$ cat config.mk
export PLATFORM = sky130hd
export DESIGN_NAME = pong_game_ctrl_flat
export DESIGN_NICKNAME = d
export VERILOG_FILES = /design/src/rtl/pong_game_ctrl_if.sv /design/src/rtl/pong_game_ctrl.sv /design/src/flat_wrapper.sv
export SDC_FILE = /design/constraint.sdc
export NUM_CORES = 1
export LEC_CHECK = 0
export ABC_CLOCK_PERIOD_IN_PS = 2800
export BUFFER_PORTS_ARGS = -buffer_cell sky130_fd_sc_hd__buf_2
export CAP_MARGIN = 20
export CORE_ASPECT_RATIO = 1.1
export CORE_UTILIZATION = 40
export DETAILED_ROUTE_END_ITERATION = 12
export HOLD_SLACK_MARGIN = 0.06
export SLEW_MARGIN = 20
export SYNTH_ARGS = -nofsm -noshare
export SYNTH_HDL_FRONTEND = slang
export SYNTH_SLANG_ARGS = --single-unit
$ cat constraint.sdc
create_clock -name clk -period 2.8 [get_ports clk]
set_input_delay 0.28 -clock clk [delete_from_list [all_inputs] [get_ports clk]]
set_output_delay 0.28 -clock clk [all_outputs]
set_load 0.03 [all_outputs]
$ cat src/rtl/pong_game_ctrl_if.sv
// Signal bundle between the Pong game sequencer and the ball/collision datapath.
// The sequencer side (master) drives the ball-control, serve and display values.
interface pong_game_ctrl_if;
    logic       frame_tick;
    logic       start_btn;
    logic       paddle_hit;
    logic [8:0] ballY;
    logic       ball_run;
    logic       ball_load;
    logic [9:0] serve_x;
    logic [8:0] serve_y;
    logic       serve_dirX;
    logic [2:0] ball_speed;
    logic [7:0] score;
    logic [1:0] lives;
    logic [1:0] state;

    modport master (
        input  frame_tick, start_btn, paddle_hit, ballY,
        output ball_run, ball_load, serve_x, serve_y, serve_dirX,
               ball_speed, score, lives, state
    );

    modport slave (
        output frame_tick, start_btn, paddle_hit, ballY,
        input  ball_run, ball_load, serve_x, serve_y, serve_dirX,
               ball_speed, score, lives, state
    );
endinterface

$ cat src/rtl/pong_game_ctrl.sv
// Pong game sequencer: freezes, serves and releases the ball, and keeps the
// BCD score, lives and ball speed. All outputs are registered.
module pong_game_ctrl #(
    parameter logic [9:0] SERVE_X      = 10'd320,
    parameter logic [8:0] SERVE_Y      = 9'd64,
    parameter logic [7:0] SERVE_DELAY  = 8'd60,
    parameter logic [1:0] LIVES        = 2'd3,
    parameter logic [8:0] MISS_Y       = 9'd472,
    parameter logic [3:0] SPEEDUP_HITS = 4'd4,
    parameter logic [2:0] MAX_SPEED    = 3'd4
) (
    input logic             clk,
    input logic             rst,
    pong_game_ctrl_if.master bus
);

    typedef enum logic [1:0] {
        IDLE  = 2'd0,
        SERVE = 2'd1,
        PLAY  = 2'd2,
        OVER  = 2'd3
    } state_t;

    state_t     curState, nxtState;
    logic       startD, startArmed;
    logic       runReg, runNxt;
    logic       loadReg, loadNxt;
    logic       dirXReg, dirXNxt;
    logic [2:0] speedReg, speedNxt;
    logic [7:0] scoreReg, scoreNxt;
    logic [1:0] livesReg, livesNxt;
    logic [3:0] hitCnt, hitNxt;
    logic [3:0] hitInc;
    logic [7:0] delayCnt, delayNxt;
    logic       startEdge;
    logic       miss;

    function automatic logic [7:0] bcdInc(input logic [7:0] v);
        logic [3:0] ones;
        logic [3:0] tens;
        ones = v[3:0];
        tens = v[7:4];
        if (ones == 4'd9) begin
            ones = 4'd0;
            if (tens == 4'd9) begin
                tens = 4'd0;
            end else begin
                tens = tens + 4'd1;
            end
        end else begin
            ones = ones + 4'd1;
        end
        return {tens, ones};
    endfunction

    // A button held through reset must be seen low once before an edge counts.
    assign startEdge = bus.start_btn & ~startD & startArmed;
    assign miss      = bus.frame_tick & (bus.ballY >= MISS_Y);
    assign hitInc    = hitCnt + 4'd1;

    // Next-state and next-output decode for the game sequencer.
    always_comb begin
        nxtState = curState;
        loadNxt  = 1'b0;
        dirXNxt  = dirXReg;
        speedNxt = speedReg;
        scoreNxt = scoreReg;
        livesNxt = livesReg;
        hitNxt   = hitCnt;
        delayNxt = delayCnt;

        case (curState)
            IDLE, OVER: begin
                if (startEdge) begin
                    livesNxt = LIVES;
                    scoreNxt = 8'h00;
                    speedNxt = 3'd1;
                    hitNxt   = 4'd0;
                    delayNxt = SERVE_DELAY;
                    loadNxt  = 1'b1;
                    nxtState = SERVE;
                end else begin
                    nxtState = curState;
                end
            end
            SERVE: begin
                if (bus.frame_tick) begin
                    delayNxt = delayCnt - 8'd1;
                    if (delayCnt == 8'd1) begin
                        nxtState = PLAY;
                    end else begin
                        nxtState = SERVE;
                    end
                end else begin
                    delayNxt = delayCnt;
                end
            end
            PLAY: begin
                if (bus.paddle_hit) begin
                    scoreNxt = bcdInc(scoreReg);
                    if (hitInc == SPEEDUP_HITS) begin
                        hitNxt   = 4'd0;
                        speedNxt = (speedReg < MAX_SPEED) ? speedReg + 3'd1 : MAX_SPEED;
                    end else begin
                        hitNxt = hitInc;
                    end
                end else begin
                    scoreNxt = scoreReg;
                end
                // The miss is applied after the hit so its speed reset wins.
                if (miss) begin
                    if (livesReg == 2'd1) begin
                        livesNxt = 2'd0;
                        nxtState = OVER;
                    end else begin
                        livesNxt = livesReg - 2'd1;
                        speedNxt = 3'd1;
                        hitNxt   = 4'd0;
                        dirXNxt  = ~dirXReg;
                        delayNxt = SERVE_DELAY;
                        loadNxt  = 1'b1;
                        nxtState = SERVE;
                    end
                end else begin
                    livesNxt = livesReg;
                end
            end
            default: begin
                nxtState = IDLE;
            end
        endcase

        runNxt = (nxtState == PLAY);
    end

    // State and output registers with synchronous reset.
    always_ff @(posedge clk) begin
        if (rst) begin
            curState   <= IDLE;
            startD     <= 1'b0;
            startArmed <= 1'b0;
            runReg     <= 1'b0;
            loadReg    <= 1'b0;
            dirXReg    <= 1'b0;
            speedReg   <= 3'd1;
            scoreReg   <= 8'h00;
            livesReg   <= 2'd0;
            hitCnt     <= 4'd0;
            delayCnt   <= 8'd0;
        end else begin
            curState   <= nxtState;
            startD     <= bus.start_btn;
            startArmed <= startArmed | ~bus.start_btn;
            runReg     <= runNxt;
            loadReg    <= loadNxt;
            dirXReg    <= dirXNxt;
            speedReg   <= speedNxt;
            scoreReg   <= scoreNxt;
            livesReg   <= livesNxt;
            hitCnt     <= hitNxt;
            delayCnt   <= delayNxt;
        end
    end

    assign bus.ball_run   = runReg;
    assign bus.ball_load  = loadReg;
    assign bus.serve_x    = SERVE_X;
    assign bus.serve_y    = SERVE_Y;
    assign bus.serve_dirX = dirXReg;
    assign bus.ball_speed = speedReg;
    assign bus.score      = scoreReg;
    assign bus.lives      = livesReg;
    assign bus.state      = curState;

endmodule

$ cat src/flat_wrapper.sv
// flat-port wrapper written by rule: the top's interface ports become plain ports
module pong_game_ctrl_flat 
#(
    parameter logic [9:0] SERVE_X      = 10'd320,
    parameter logic [8:0] SERVE_Y      = 9'd64,
    parameter logic [7:0] SERVE_DELAY  = 8'd60,
    parameter logic [1:0] LIVES        = 2'd3,
    parameter logic [8:0] MISS_Y       = 9'd472,
    parameter logic [3:0] SPEEDUP_HITS = 4'd4,
    parameter logic [2:0] MAX_SPEED    = 3'd4
)
  (clk, rst, bus_frame_tick, bus_start_btn, bus_paddle_hit, bus_ballY, bus_ball_run, bus_ball_load, bus_serve_x, bus_serve_y, bus_serve_dirX, bus_ball_speed, bus_score, bus_lives, bus_state);
  pong_game_ctrl_if bus_i ();
  input logic clk;
  input logic rst;
  input wire logic [$bits(bus_i.frame_tick)-1:0] bus_frame_tick;
  input wire logic [$bits(bus_i.start_btn)-1:0] bus_start_btn;
  input wire logic [$bits(bus_i.paddle_hit)-1:0] bus_paddle_hit;
  input wire logic [$bits(bus_i.ballY)-1:0] bus_ballY;
  output wire logic [$bits(bus_i.ball_run)-1:0] bus_ball_run;
  output wire logic [$bits(bus_i.ball_load)-1:0] bus_ball_load;
  output wire logic [$bits(bus_i.serve_x)-1:0] bus_serve_x;
  output wire logic [$bits(bus_i.serve_y)-1:0] bus_serve_y;
  output wire logic [$bits(bus_i.serve_dirX)-1:0] bus_serve_dirX;
  output wire logic [$bits(bus_i.ball_speed)-1:0] bus_ball_speed;
  output wire logic [$bits(bus_i.score)-1:0] bus_score;
  output wire logic [$bits(bus_i.lives)-1:0] bus_lives;
  output wire logic [$bits(bus_i.state)-1:0] bus_state;
  assign bus_i.frame_tick = bus_frame_tick;
  assign bus_i.start_btn = bus_start_btn;
  assign bus_i.paddle_hit = bus_paddle_hit;
  assign bus_i.ballY = bus_ballY;
  assign bus_ball_run = bus_i.ball_run;
  assign bus_ball_load = bus_i.ball_load;
  assign bus_serve_x = bus_i.serve_x;
  assign bus_serve_y = bus_i.serve_y;
  assign bus_serve_dirX = bus_i.serve_dirX;
  assign bus_ball_speed = bus_i.ball_speed;
  assign bus_score = bus_i.score;
  assign bus_lives = bus_i.lives;
  assign bus_state = bus_i.state;
  pong_game_ctrl #(.SERVE_X(SERVE_X), .SERVE_Y(SERVE_Y), .SERVE_DELAY(SERVE_DELAY), .LIVES(LIVES), .MISS_Y(MISS_Y), .SPEEDUP_HITS(SPEEDUP_HITS), .MAX_SPEED(MAX_SPEED)) u_core (.clk(clk), .rst(rst), .bus(bus_i));
endmodule
==> After elaboration in Yosys (flattened, before gate mapping) <==
Index checks and enable logic that the tools add are counted.
{ "word_totals": {"regBits": 32, "out_inout_bits": 37, "wordCells": 90} }
{ "classes": {"n_addsub": 6, "n_lt_le_gt_ge": 2, "n_eq_ne": 15, "mux": 38, "bitwise_logic": 8, "reduce_logical": 9} }
{ "op_table": {"columns": ["op", "n"], "rows": [
  ["2-to-1 mux 8 bit", 6],
  ["2-to-1 mux 4 bit", 8],
  ["case mux 8 bit (3 select lines)", 1],
  ["2-to-1 mux 3 bit", 6],
  ["2-to-1 mux 2 bit", 8],
  ["case mux 8 bit (2 select lines)", 1],
  ["adder 4 x 1 -> 4 bit, second input constant", 3],
  [">= comparator 9 bit, second input constant", 1],
  ["AND reduction 3 bit", 3],
  ["equality test 4 bit, second input constant", 2],
  ["equality test 8 x 1 -> 1 bit, second input constant", 1],
  ["case mux 4 bit (2 select lines)", 1],
  ["AND reduction 4 bit", 2],
  ["subtractor 8 x 1 -> 8 bit, second input constant", 1],
  ["equality test 2 bit, second input constant", 3],
  ["inequality test 2 x 1 -> 1 bit, second input constant", 3],
  ["inequality test 2 bit, second input constant", 3],
  ["case mux 2 bit (3 select lines)", 1],
  ["case mux 3 bit (2 select lines)", 1],
  ["equality test 2 x 1 -> 1 bit, second input constant", 2],
  ["equality test 4 x 3 -> 1 bit, second input constant", 1],
  ["NOT 1 bit", 4],
  ["case mux 2 bit (2 select lines)", 1],
  ["adder 3 x 1 -> 3 bit, second input constant", 1],
  ["10 further kinds", 14]
]} }

==> Logic depth before layout (Yosys ltp) <==
Gate-level depths: netlist (run 1).
{ "depth": {"ltp_word": 7, "ltp_mapped": 7, "ltp_nobuf": 6} }

==> Least setup slack after synthesis (run 1) <==
No wires, ideal clock.
{ "synth_timing": {"kind": "flip-flop to flip-flop", "start": "reg u_core.curState[0], in the netlist u_core.bus.state[0]", "end": "reg u_core.hitCnt[2]", "setup_time_ns": 0.071, "t_arrival_ns": 2.111, "required_ns": 2.729, "setup_slack_ns": 0.618, "path_stages_with_launch": 8, "synth_period_minus_slack_ns": 2.182, "path_cell_list": "dfxtp_1 -> inv_1 -> ha_1 -> buf_2 -> and4b_1 -> nor2_1 -> or4b_2 -> a21oi_1"} }
{ "synth_via": {"elab_chain_len": 4, "elab_cells_between_ends": 8} }
{ "synth_lines": {"columns": ["item", "line_no", "rtl"], "rows": [
  ["from (decl)", "pong_game_ctrl.sv:24", "state_t curState, nxtState;"],
  ["from (signal assigned)", "pong_game_ctrl.sv:151", "curState <= nxtState;"],
  ["equality test 2 bit or zero test 2 bit (tied branches)", "pong_game_ctrl.sv:72", "case (curState)"],
  ["OR reduction 2 bit", "pong_game_ctrl.sv:72", null],
  ["inequality test 2 x 1 -> 1 bit (no source line) or nonzero test 2 bit (tied branches)", null, null],
  ["AND reduction 2 bit (no source line)", null, null],
  ["to (signal assigned)", "pong_game_ctrl.sv:160", "hitCnt <= hitNxt;"],
  ["to (decl)", "pong_game_ctrl.sv:32", "logic [3:0] hitCnt, hitNxt;"]
]} }
Several ways; a longest one is shown, not always the timed one.
A chain may end at the register's enable or synchronous reset.

==> Worst setup path after layout (run 1) <==
Same ends and word-level chain as after synthesis.

==> summary.md, run 1 <==
| Metric | Value |
|---|---|
| DR DRC count | 0 |
| Largest net degree at the start of global routing | 21 |
| CTS Buffer Depth | 2 |
| Cell area after synthesis | 1910 um^2 |
| Seq. cell area | around 640 um^2 |
| Post-synthesis register bit count | 32 |
| First-pass GRT wire length | 6.58 mm |
| Vias in the first global route | roughly 1500 |
| Peak supply drop | 0.276 mV |
| Via density | 5.37 |
| Wire length per cell | 12.8 um |
| Row cnt | 26 |
| Mux cell area share after synthesis | less than 1% |
| Synth area leaders | dfxtp_1, buf_4, ha_1, a21oi_1, inv_1 |
| Total global routing track utilization | between 15 and 20% |
| Placer congestion estimate | between 0.7 and 0.8 |
| Final core utilization | 45.7% |
| Smallest hold slack | 0.238 ns |
| Setup Viol. Count Final | 0 |
| Fraction of final layout cells with drive strength greater than 1 | 16.9% |
| Pwr per Cell Area | 574 nW/um^2 |
| Crit end category | flip-flop |
| FF-to-FF End | u_core.hitCnt[2] |
| Initial core utilization | between 40% and 50% |
| TritonRoute pass-1 iters | 4 |
| Vias post-DR | 1666 |
| Hold Buf Count CTS | 0 |
| Inserted Clock Buffers | 5 |
| 1st-iter DRT viols | 74 |
| Post-synthesis adder-cell area fraction | 7.21% |
| Flop-to-flop setup slack | 0.66 ns |
| Largest area contributor in the netlist | dfxtp_1 |
| Outcome | complete, no violations |
| Minimum clock period | 2.14 ns |
| Critical path origin | u_core.bus.state[0] |
| Clock sink count | 32 |
| Commonest cells after routing, fill and taps aside | dfxtp_1, buf_2, conb_1 |
| CP Max Fanout | 9 |
| PortBufs | 28 |
| Post_cts resized | 0 |
| Worst hold path endpoint | u_core.startArmed |
| Crit path launch type | flip-flop |
| Dpl hpwl | just under 3 mm |
| Worst clock skew | 0.00675 ns |
| Most used DFF post-synth | dfxtp_1 |
| Leak pwr | 0.866 nW |
| FF-to-FF Start | u_core.bus.state[0] |
| Initial antenna violation count | 0 |
| Max frequency | 468 MHz |
| Reg2reg path depth | 6 |
| Max_cap viols | 0 |
| Drt total wl | between 3 and 4 mm |
| Multi-input logic area | 1100 um^2 |
| Actual slew at the worst max-slew pin | between 0.7 and 0.8 ns |
| Post-synth EDFFs | 0 |
| Sequential share of the synthesized area | between 30% and 40% |
| IO Pins | 51 |
| Arr. time, crit path | 2.35 ns |
| Slew Limit Fails | 0 |
| CTS Root Cell | clkbuf_8 |
| Synth warn | 0 |
| Syn avg cell area | ~8.5 um^2 |
| XOR/XNOR share of the synthesized area | 1.83% |
| Commonest non-fill, non-tap cell in the layout | dfxtp_1 |
| Synth Area in Compound Gates | 22.7% |
| Clock Latency Late Sink | between 0.2 and 0.3 ns |
| Worst setup path category | flip-flop to flip-flop |
| Critical Path RT | 3.01 ns |
| Fin nets | 278 |
| Main combinational cell family by area after synthesis | compound AO/OA/AOI/OAI gates |
| Post-DRT Antenna Nets | 0 |
| Clock transition at path regs | ~0.07 ns |
| Synthesized instance count | 225 |
| N_diodes | 0 |
| Share of the synthesized area in the top cell type | between 30% and 40% |
| Yosys cell types | 58 |
| Die Y | about 74 um |
| P&R area growth vs syn | 10.6% |
| Grt total ovfl | 0 |
| Final hold violation count | 0 |
| Period utilization | 76.3% |
| Number of H-tree levels | 2 |
| RSZ-0062 raised after global routing | no |
| Horiz. Die Dim | slightly below 70 um |
| Fraction of registers with async set or reset after synthesis | 0% |
| Worst Hold Class | input port to flip-flop |
| Die area | between 5000 and 6000 um^2 |
| CTS tree | built |
| Number of fill cells | around 490 |
| Worst hold path startpoint | bus_start_btn |
| Post-CTS Setup Repair Bufs | 0 |
| Max-slew headroom | 48.1% |
| Setup tns final | 0 ns |
| Worst Hold Depth | 2 |
| Core Region | about 4600 um^2 |
| Synth Area in Simple Gates | 21.4% |
synth_stat cells (all sizes together) (2+ instances only):
cell    instances
buf            21
a21o            2
ha             11
o41ai           2
xnor2           3
o21ai          11
nor2b           2
nand4b          3
a21oi          16
nor2           11
o211a           2
inv            18
or4             3
conb            2
clkbuf          3
a31oi           8
a211o           2
o31ai           5
nand2b          4
nand3           5
dfxtp          32
o211ai          2
a311oi          2
nor3            6
nand4           3
nand3b          3
nor4            4
a21boi          2
or3             4
nand2          11
report_power, final:
| part | internal [mW] | switching, mW |
|---|---|---|
| combinational | 0.112 | 0.202 |
| sequential | 0.492 | 0.0384 |
| clock | 0.196 | 0.171 |
flip-flops by register name, summed over array words and instances, names as in the netlist:
signal and flops:
u_core.bus.ball_run 1, u_core.delayCnt 8, u_core.bus.state 2, u_core.startArmed 1, u_core.bus.lives 2, u_core.hitCnt 4
u_core.bus.serve_dirX 1, u_core.bus.score 8, u_core.bus.ball_load 1, u_core.bus.ball_speed 3, u_core.startD 1
final cells by class:
class,instances,area share [%]
clock buffers,6,3.91
clock inverters,2,0.474
inverters,19,3.38
multi-input cells,167,52.0
flip-flops and latches,32,30.3
well taps,56,3.32
repair buffers,28,6.64
how the worst max path moves through the flow:
stage                          end  slack (ns)  cells past startpoint
2_1_floorplan     u_core.hitCnt[2]        0.62                      7
3_3_place_gp      u_core.hitCnt[2]        0.71                      6
6_report          u_core.hitCnt[2]        0.66                      6
4_1_cts           u_core.hitCnt[2]        0.66                      6
5_1_grt        u_core.bus.score[6]        0.50                      6
3_5_place_dp      u_core.hitCnt[2]        0.68                      6
metal layers:
| metal | vias to the layer above | GRT usage, % | routed length [um] |
|---|---|---|---|
| met5 | - | 0 | 0 |
| met4 | 0 | 6.25 | 55 |
| met3 | 6 | 4.75 | 152 |
| met2 | 34 | 29.6 | 1910 |
| met1 | 779 | 20.6 | 1840 |
| li1 | 847 | - | - |
worst max-delay path: stages (launching register included):
cell and delay [ns]:
dfxtp_1 0.40, inv_1 0.08, ha_1 0.43, and4b_1 0.29, nor2_1 0.10, or4b_2 0.63
a21oi_1 0.13
cell families (layout without fill, tap and decap cells):
logic type,count (synthesis),in the layout
adder cells (fa/ha/maj),11,11
XOR/XNOR,4,4
multiplexers,1,1
AO/OA/AOI/OAI,64,64
AND/OR/NAND/NOR,68,68
buffers and inverters,43,55
flip-flops,32,32
other,2,19
metrics by stage:
stage | area (um^2) | total power [mW] | worst slack [ns] | cells
floorplan | 1970 | 0.802 | 0.618 | 242
global placement | 2020 | 0.848 | 0.714 | 302
detailed placement | 2020 | 0.853 | 0.682 | 302
CTS | 2110 | 1.22 | 0.657 | 310
global route | 2110 | 1.29 | 0.499 | 310
finish | 2110 | 1.21 | 0.663 | 310
Power figures use the tool's default switching activity.
==> run 2: changes to the inputs <==
Settings changed: ABC_AREA set to 1, ABC_CLOCK_PERIOD_IN_PS 2800 to 2200.
Clock period 2.8 ns to 2.2 ns, I/O delays scaled along.
==> run 2 against run 1 <==
Effect of this change: non-clock buffer count did not move; fmax rose by 21%; sequential share of layout area rose by 0.14 points; global-route usage fell by 2.3 points; critical path depth rose by 2; clock skew barely moved; clock power rose by 9.0%; core utilization fell by 0.22 points; worst setup slack got worse by 0.24 ns.
==> summary.md, run 2 <==
| Metric | Value |
|---|---|
| Pwr per Cell Area | 734 nW/um^2 (+28%) |
| Final worst-path setup slack | 0.428 ns (-0.235 ns) |
| Reg2reg path depth | 8 (+2) |
| Top delay family on crit path | simple AND/OR/NAND/NOR gates |
| Row cnt | 26 (unchanged) |
| CP Depth | 8 (+2) |
| Initial core utilization | 41.5% (+0.16 points) |
| Die Y | 74.6 um (+0.19%) |
| Inserted Clock Buffers | 5 (unchanged) |
| 1st-iter DRT viols | 59 (-20%) |
| Via density | 4.68 (-13%) |
| Fin nets | 334 (+20%) |
| Fraction of registers with async set or reset after synthesis | 0% (unchanged) |
| Slowest CP cell | dfxtp_1 |
| Yosys cell types | 32 (-45%) |
| Crit path launch type | flip-flop |
| Clock Latency Late Sink | 0.28 ns (about the same) |
| Peak supply drop | 0.461 mV (+67%) |
| P&R area growth vs syn | 9.66% |
| Placer congestion estimate | 0.783 (+0.40%) |
| Largest area contributor in the netlist | dfxtp_1 |
| Worst setup path category | flip-flop to flip-flop |
| Outcome | complete, no violations |
| Placement Setup Slack | 0.419 ns (-0.263 ns) |
| N_diodes | 0 (unchanged) |
| CTS Root Cell | clkbuf_8 |
| Post-route insts no fill | 363 (+17%) |
| RSZ-0062 raised after global routing | no |
| Clock sink count | 32 (unchanged) |
| Synth area leaders | dfxtp_1, nand2_1, nor2_1, buf_4, ha_1 |
| Critical Path RT | 2.37 ns (-0.64 ns) |
| Crit-path cells | inv_1, ha_1, inv_2, nor2_1, nor2_1, nand2_1, o21ai_2, nor2_1 |
| Horiz. Die Dim | 68.0 um (+0.19%) |
| Number of H-tree levels | 2 (unchanged) |
| Wire length per cell | 9.77 um (-24%) |
| Minimum clock period | 1.77 ns (-0.365 ns) |
| Post-synth EDFFs | 0 (unchanged) |
| Vias post-DR | 1700 (+2.0%) |
| Share of the synthesized area in the top cell type | 33.4% (-0.13 points) |
| Setup tns final | 0 ns (unchanged) |
| Leak pwr | 1.01 nW (+16%) |
| DR DRC count | 0 (unchanged) |
| Crit end category | flip-flop |
| Cell area after synthesis | 1920 um^2 (+0.39%) |
| Largest net degree at the start of global routing | 15 (-29%) |
| Sequential share of the synthesized area | 33.4% (-0.13 points) |
| CTS Buffer Depth | 2 (unchanged) |
| Max frequency | 564 MHz (+21%) |
| Commonest non-fill, non-tap cell in the layout | nand2_1 |
| Drt total wl | 3.55 mm (-10%) |
| Synth warn | 0 (unchanged) |
| Grt total ovfl | 0 (unchanged) |
| TritonRoute pass-1 iters | 4 (unchanged) |
| Initial antenna violation count | 0 (unchanged) |
| Setup Viol. Count Final | 0 (unchanged) |
| Worst Hold Class | input port to flip-flop |
| CTS tree | built |
| Post-DRT Antenna Nets | 0 (unchanged) |
| Post-CTS Setup Repair Bufs | 0 (unchanged) |
| Post_cts resized | 0 (unchanged) |
| Period utilization | 80.5% (+4.2 points) |
| Syn avg cell area | 6.90 um^2 (-19%) |
| Arr. time, crit path | 1.94 ns (-0.41 ns) |
| Core Region | 4620 um^2 (unchanged) |
| Hold Buf Count CTS | 0 (unchanged) |
| Post-synthesis register bit count | 32 (unchanged) |
| Placed instance area | 2030 um^2 (+0.68%) |
| Clock transition at path regs | 0.06 ns (about the same) |
| First-pass GRT wire length | 5.76 mm (-12%) |
| Vias in the first global route | 1372 (-7.2%) |
| Crit path top cell by count | nor2_1 |
| Dpl hpwl | 2.70 mm (-9.5%) |
| Fin area | 2100 um^2 (-0.47%) |
| Post-synth top cells | nand2_1, nor2_1, inv_1 |
| Fraction of final layout cells with drive strength greater than 1 | 14.3% (-2.6 points) |
| Synthesized instance count | 278 (+24%) |
| Commonest cells after routing, fill and taps aside | nand2_1, nor2_1, inv_1 |
| Total global routing track utilization | 15.0% (-2.3 points) |
| Worst clock skew | 0.00666 ns (-0.0000870 ns) |
| Worst Hold Depth | 3 (+1) |
| CP Max Fanout | 7 (-2) |
| Dpl cells | 358 (+19%) |
| WP buf/inv | 2 (+1) |
| Crit path largest cell delay | 0.36 ns (-0.27 ns) |
| IO Pins | 51 (unchanged) |
| Max_cap viols | 0 (unchanged) |
| PortBufs | 28 (unchanged) |
| Tot Pwr | 1.54 mW (+27%) |
| Slew Limit Fails | 0 (unchanged) |
| Die area | 5070 um^2 (+0.39%) |
| Cell with the most instances after synthesis | nand2_1 |
| Final hold violation count | 0 (unchanged) |
| Most used DFF post-synth | dfxtp_1 |
[run 2: cell types whose count changed after synthesis, sizes merged, moves of 7 or more]
cell,before,now
nand2,11,61
a31oi,8,1
inv,18,37
nor2,11,45
nand3,5,19
[run 2: cell type report]
type                    instances  area, um^2
flip-flops and latches         32         641
multi-input cells             205        1040
inverters                      37         141
fillers                       494        2520
clock buffers                   5        68.8
repair buffers                 28         140
well taps                      56        70.1
[run 2: worst register-to-register path: cells and delay by family (launching register included)]
family / cells / cell delay (ns)
and+or+nand+nor: 4 / 0.55
adders and majority gates: 1 / 0.31
AOI/OAI and AO/OA: 1 / 0.23
buffers and inverters: 2 / 0.20
DFF: 1 / 0.36
[run 2: worst paths after layout]
path / start / to / slack [ns]
worst max-delay path: u_core.bus.state[0] / u_core.bus.score[4] / 0.43
worst min-delay path: bus_start_btn / u_core.startD / 0.21
worst max register to register: u_core.bus.state[0] / u_core.bus.score[4] / 0.43
worst min register to register: u_core.bus.serve_dirX / u_core.bus.serve_dirX / 0.47
[run 2: through the flow]
step           util, %  hold WS (ns)
2_1_floorplan        -         0.289
3_3_place_gp      44.0         0.459
3_5_place_dp      44.0         0.465
4_1_cts           45.5         0.200
5_1_grt           45.5         0.208
6_report          45.5         0.207
[run 2: cell families (layout without fill, tap and decap cells)]
group	Yosys count	after routing	synth area share, %
and+or+nand+nor	136	136	30.5
buffers and inverters	58	70	15.6
AOI/OAI and AO/OA	34	34	10.6
DFF	32	32	33.4
adders and majority gates	11	11	7.18
xor gates and xnor gates	5	5	2.28
other	2	19	0.392
[run 2: layer usage]
layer  up-vias  GRT usage [%]  wire (um)
li1        898              -          -
met5         -              0          0
met1       761           18.2       1670
met3         7           3.68        137
met4         0           6.25         63
met2        34           25.1       1680
[run 2: power breakdown]
| part | switching [mW] | internal [mW] |
|---|---|---|
| clock network | 0.197 | 0.203 |
| logic | 0.329 | 0.143 |
| registers | 0.0436 | 0.627 |
==> run 3: changes to the inputs <==
Settings changed: ABC_CLOCK_PERIOD_IN_PS 2200 to 1600, PLACE_DENSITY set to 0.66.
Clock period 2.2 ns to 1.6 ns, I/O delays scaled along.
==> run 3 against run 2 <==
Effect of this change: combinational power rose by 63%; global-route usage up 0.65 points; largest cell class unchanged; largest power group unchanged; die area unchanged.
==> summary.md, run 3 (synthesis gave the netlist of run 2 again) <==
| Metric | Value |
|---|---|
| Outcome | complete, no violations |
| CTS Buffer Depth | 2 (unchanged) |
| Slowest CP cell | dfxtp_4 |
| FF-to-FF Start | u_core.bus.state[0] |
| Horiz. Die Dim | 68.0 um (unchanged) |
| CP Max Fanout | 4 (-3) |
| Crit-path cells | buf_4, ha_1, nand2_1, nand2_1, a21oi_4, buf_4, nor2_1, nor2_1, nor2_1 |
| Worst Hold Class | input port to flip-flop |
| Via density | 4.59 (-2.1%) |
| Critical Path RT | 1.77 ns (-0.60 ns) |
| Top delay family on crit path | simple AND/OR/NAND/NOR gates |
| Critical path origin | u_core.bus.state[0] |
| Worst hold path startpoint | bus_start_btn |
| Placed instance area | 2120 um^2 (+4.3%) |
| Grt total ovfl | 0 (unchanged) |
| Hold Buf Count CTS | 0 (unchanged) |
| Crit path launch type | flip-flop |
| Worst setup path category | flip-flop to flip-flop |
| Max_cap viols | 0 (unchanged) |
| Slew Limit Fails | 0 (unchanged) |
| Inserted Clock Buffers | 5 (unchanged) |
| Die area | 5070 um^2 (unchanged) |
| Vias post-DR | 1738 (+2.2%) |
| RSZ-0062 raised after global routing | no |
| Core Region | 4620 um^2 (unchanged) |
| Fin nets | 347 (+3.9%) |
| Clock transition at path regs | 0.07 ns (about the same) |
| Drt total wl | 3.80 mm (+7.2%) |
| WP buf/inv | 2 (unchanged) |
| Commonest non-fill, non-tap cell in the layout | nand2_1 |
| Minimum clock period | 1.52 ns (-0.255 ns) |
| Worst clock skew | 0.00524 ns (-0.00142 ns) |
| 1st-iter DRT viols | 62 (+5.1%) |
| Crit path largest cell delay | 0.34 ns (-0.02 ns) |
| CTS tree | built |
| Largest net degree at the start of global routing | 15 (unchanged) |
| P&R area growth vs syn | 19.1% |
| Pwr per Cell Area | 1080 nW/um^2 (+47%) |
| Clock sink count | 32 (unchanged) |
| Wire length per cell | 10.0 um (+2.7%) |
| Die Y | 74.6 um (unchanged) |
| Multi-input logic area | 1070 um^2 (+3.1%) |
| N_diodes | 0 (unchanged) |
| Arr. time, crit path | 1.69 ns (-0.25 ns) |
| Leak pwr | 1.09 nW (+8.7%) |
| Peak supply drop | 0.514 mV (+11%) |
| Crit end category | flip-flop |
| Initial core utilization | 41.5% (unchanged) |
| Dpl hpwl | 2.92 mm (+8.3%) |
| PortBufs | 28 (unchanged) |
| Commonest cells after routing, fill and taps aside | nand2_1, nor2_1, inv_1 |
| TritonRoute pass-1 iters | 4 (unchanged) |
| Row cnt | 26 (unchanged) |
| Max frequency | 659 MHz (+17%) |
| First-pass GRT wire length | 6.03 mm (+4.7%) |
| DR DRC count | 0 (unchanged) |
| Vias in the first global route | 1454 (+6.0%) |
| Clock Latency Late Sink | 0.28 ns (about the same) |
| CTS Root Cell | clkbuf_8 |
| Post-DRT Antenna Nets | 0 (unchanged) |
| Final core utilization | 49.4% (+3.9 points) |
| Crit path top cell by count | nor2_1 |
| Period utilization | 94.8% (+14 points) |
| Fin area | 2280 um^2 (+8.6%) |
| Placer congestion estimate | 0.801 (+2.3%) |
| Fraction of final layout cells with drive strength greater than 1 | 20.7% (+6.4 points) |
| Initial antenna violation count | 0 (unchanged) |
| Final hold violation count | 0 (unchanged) |
| Total global routing track utilization | 15.7% (+0.65 points) |
| Seq. cell area | 646 um^2 (+0.78%) |
| Setup Viol. Count Final | 0 (unchanged) |
| Number of H-tree levels | 2 (unchanged) |
| IO Pins | 51 (unchanged) |
| Number of fill cells | 478 (-3.2%) |
-- run 3: repair_timing --
item,in CTS,in global routing
setup endpoints to repair,6,10
pin swaps,2,5
setup buffers,1,1
endpoints found under the hold margin,0,0
resized for setup,1,8
-- run 3: per-layer routing --
metal	vias to the layer above	track usage (%)	share of wire, %
li1	924	-	-
met1	767	18.9	45
met2	39	25.9	49
met3	8	3.68	3.8
met4	0	7.41	1.7
met5	-	0	0
-- run 3: worst paths after layout --
check	end	slack, ns	cells after the start
worst min register to register	u_core.bus.serve_dirX	0.48	2
worst min-delay path	u_core.startD	0.12	3
worst max register to register	u_core.delayCnt[7]	0.08	9
worst max-delay path	u_core.delayCnt[7]	0.08	9
-- run 3: through the flow --
| stage | TNS [ns] | hold WS, ns | cells | power (mW) | worst slack [ns] |
|---|---|---|---|---|---|
| 4_1_cts | 0 | 0.119 | 378 | 2.45 | 0.0362 |
| 2_1_floorplan | 0 | 0.226 | 295 | 1.49 | 0.00292 |
| 5_1_grt | 0 | 0.136 | 379 | 2.61 | 0.000486 |
| 6_report | 0 | 0.125 | 379 | 2.46 | 0.0830 |
| 3_5_place_dp | -0.0557 | 0.416 | 369 | 1.67 | -0.0193 |
| 3_3_place_gp | -0.0230 | 0.413 | 369 | 1.65 | -0.00885 |
-- run 3: power breakdown --
group	internal [mW]	leakage (nW)	total, mW	switching (mW)
sequential	0.864	0.262	0.920	0.0554
clock	0.462	0.0552	0.767	0.305
combinational	0.275	0.776	0.770	0.494
-- run 3: layout make-up --
cell class / instances / share of cell area (%)
sequential: 32 / 28.3
inverter: 37 / 6.30
clock buffer: 6 / 3.18
multi-input combinational: 205 / 47.0
clock inverter: 2 / 1.54
tap: 56 / 3.07
timing repair buffer: 41 / 10.6
-- run 3: worst register-to-register path, cell delays in order, from the launching register on --
cell and delay (ns):
dfxtp_4 0.34, buf_4 0.13, ha_1 0.23, nand2_1 0.11, nand2_1 0.10, a21oi_4 0.15
buf_4 0.17, nor2_1 0.04, nor2_1 0.10, nor2_1 0.04
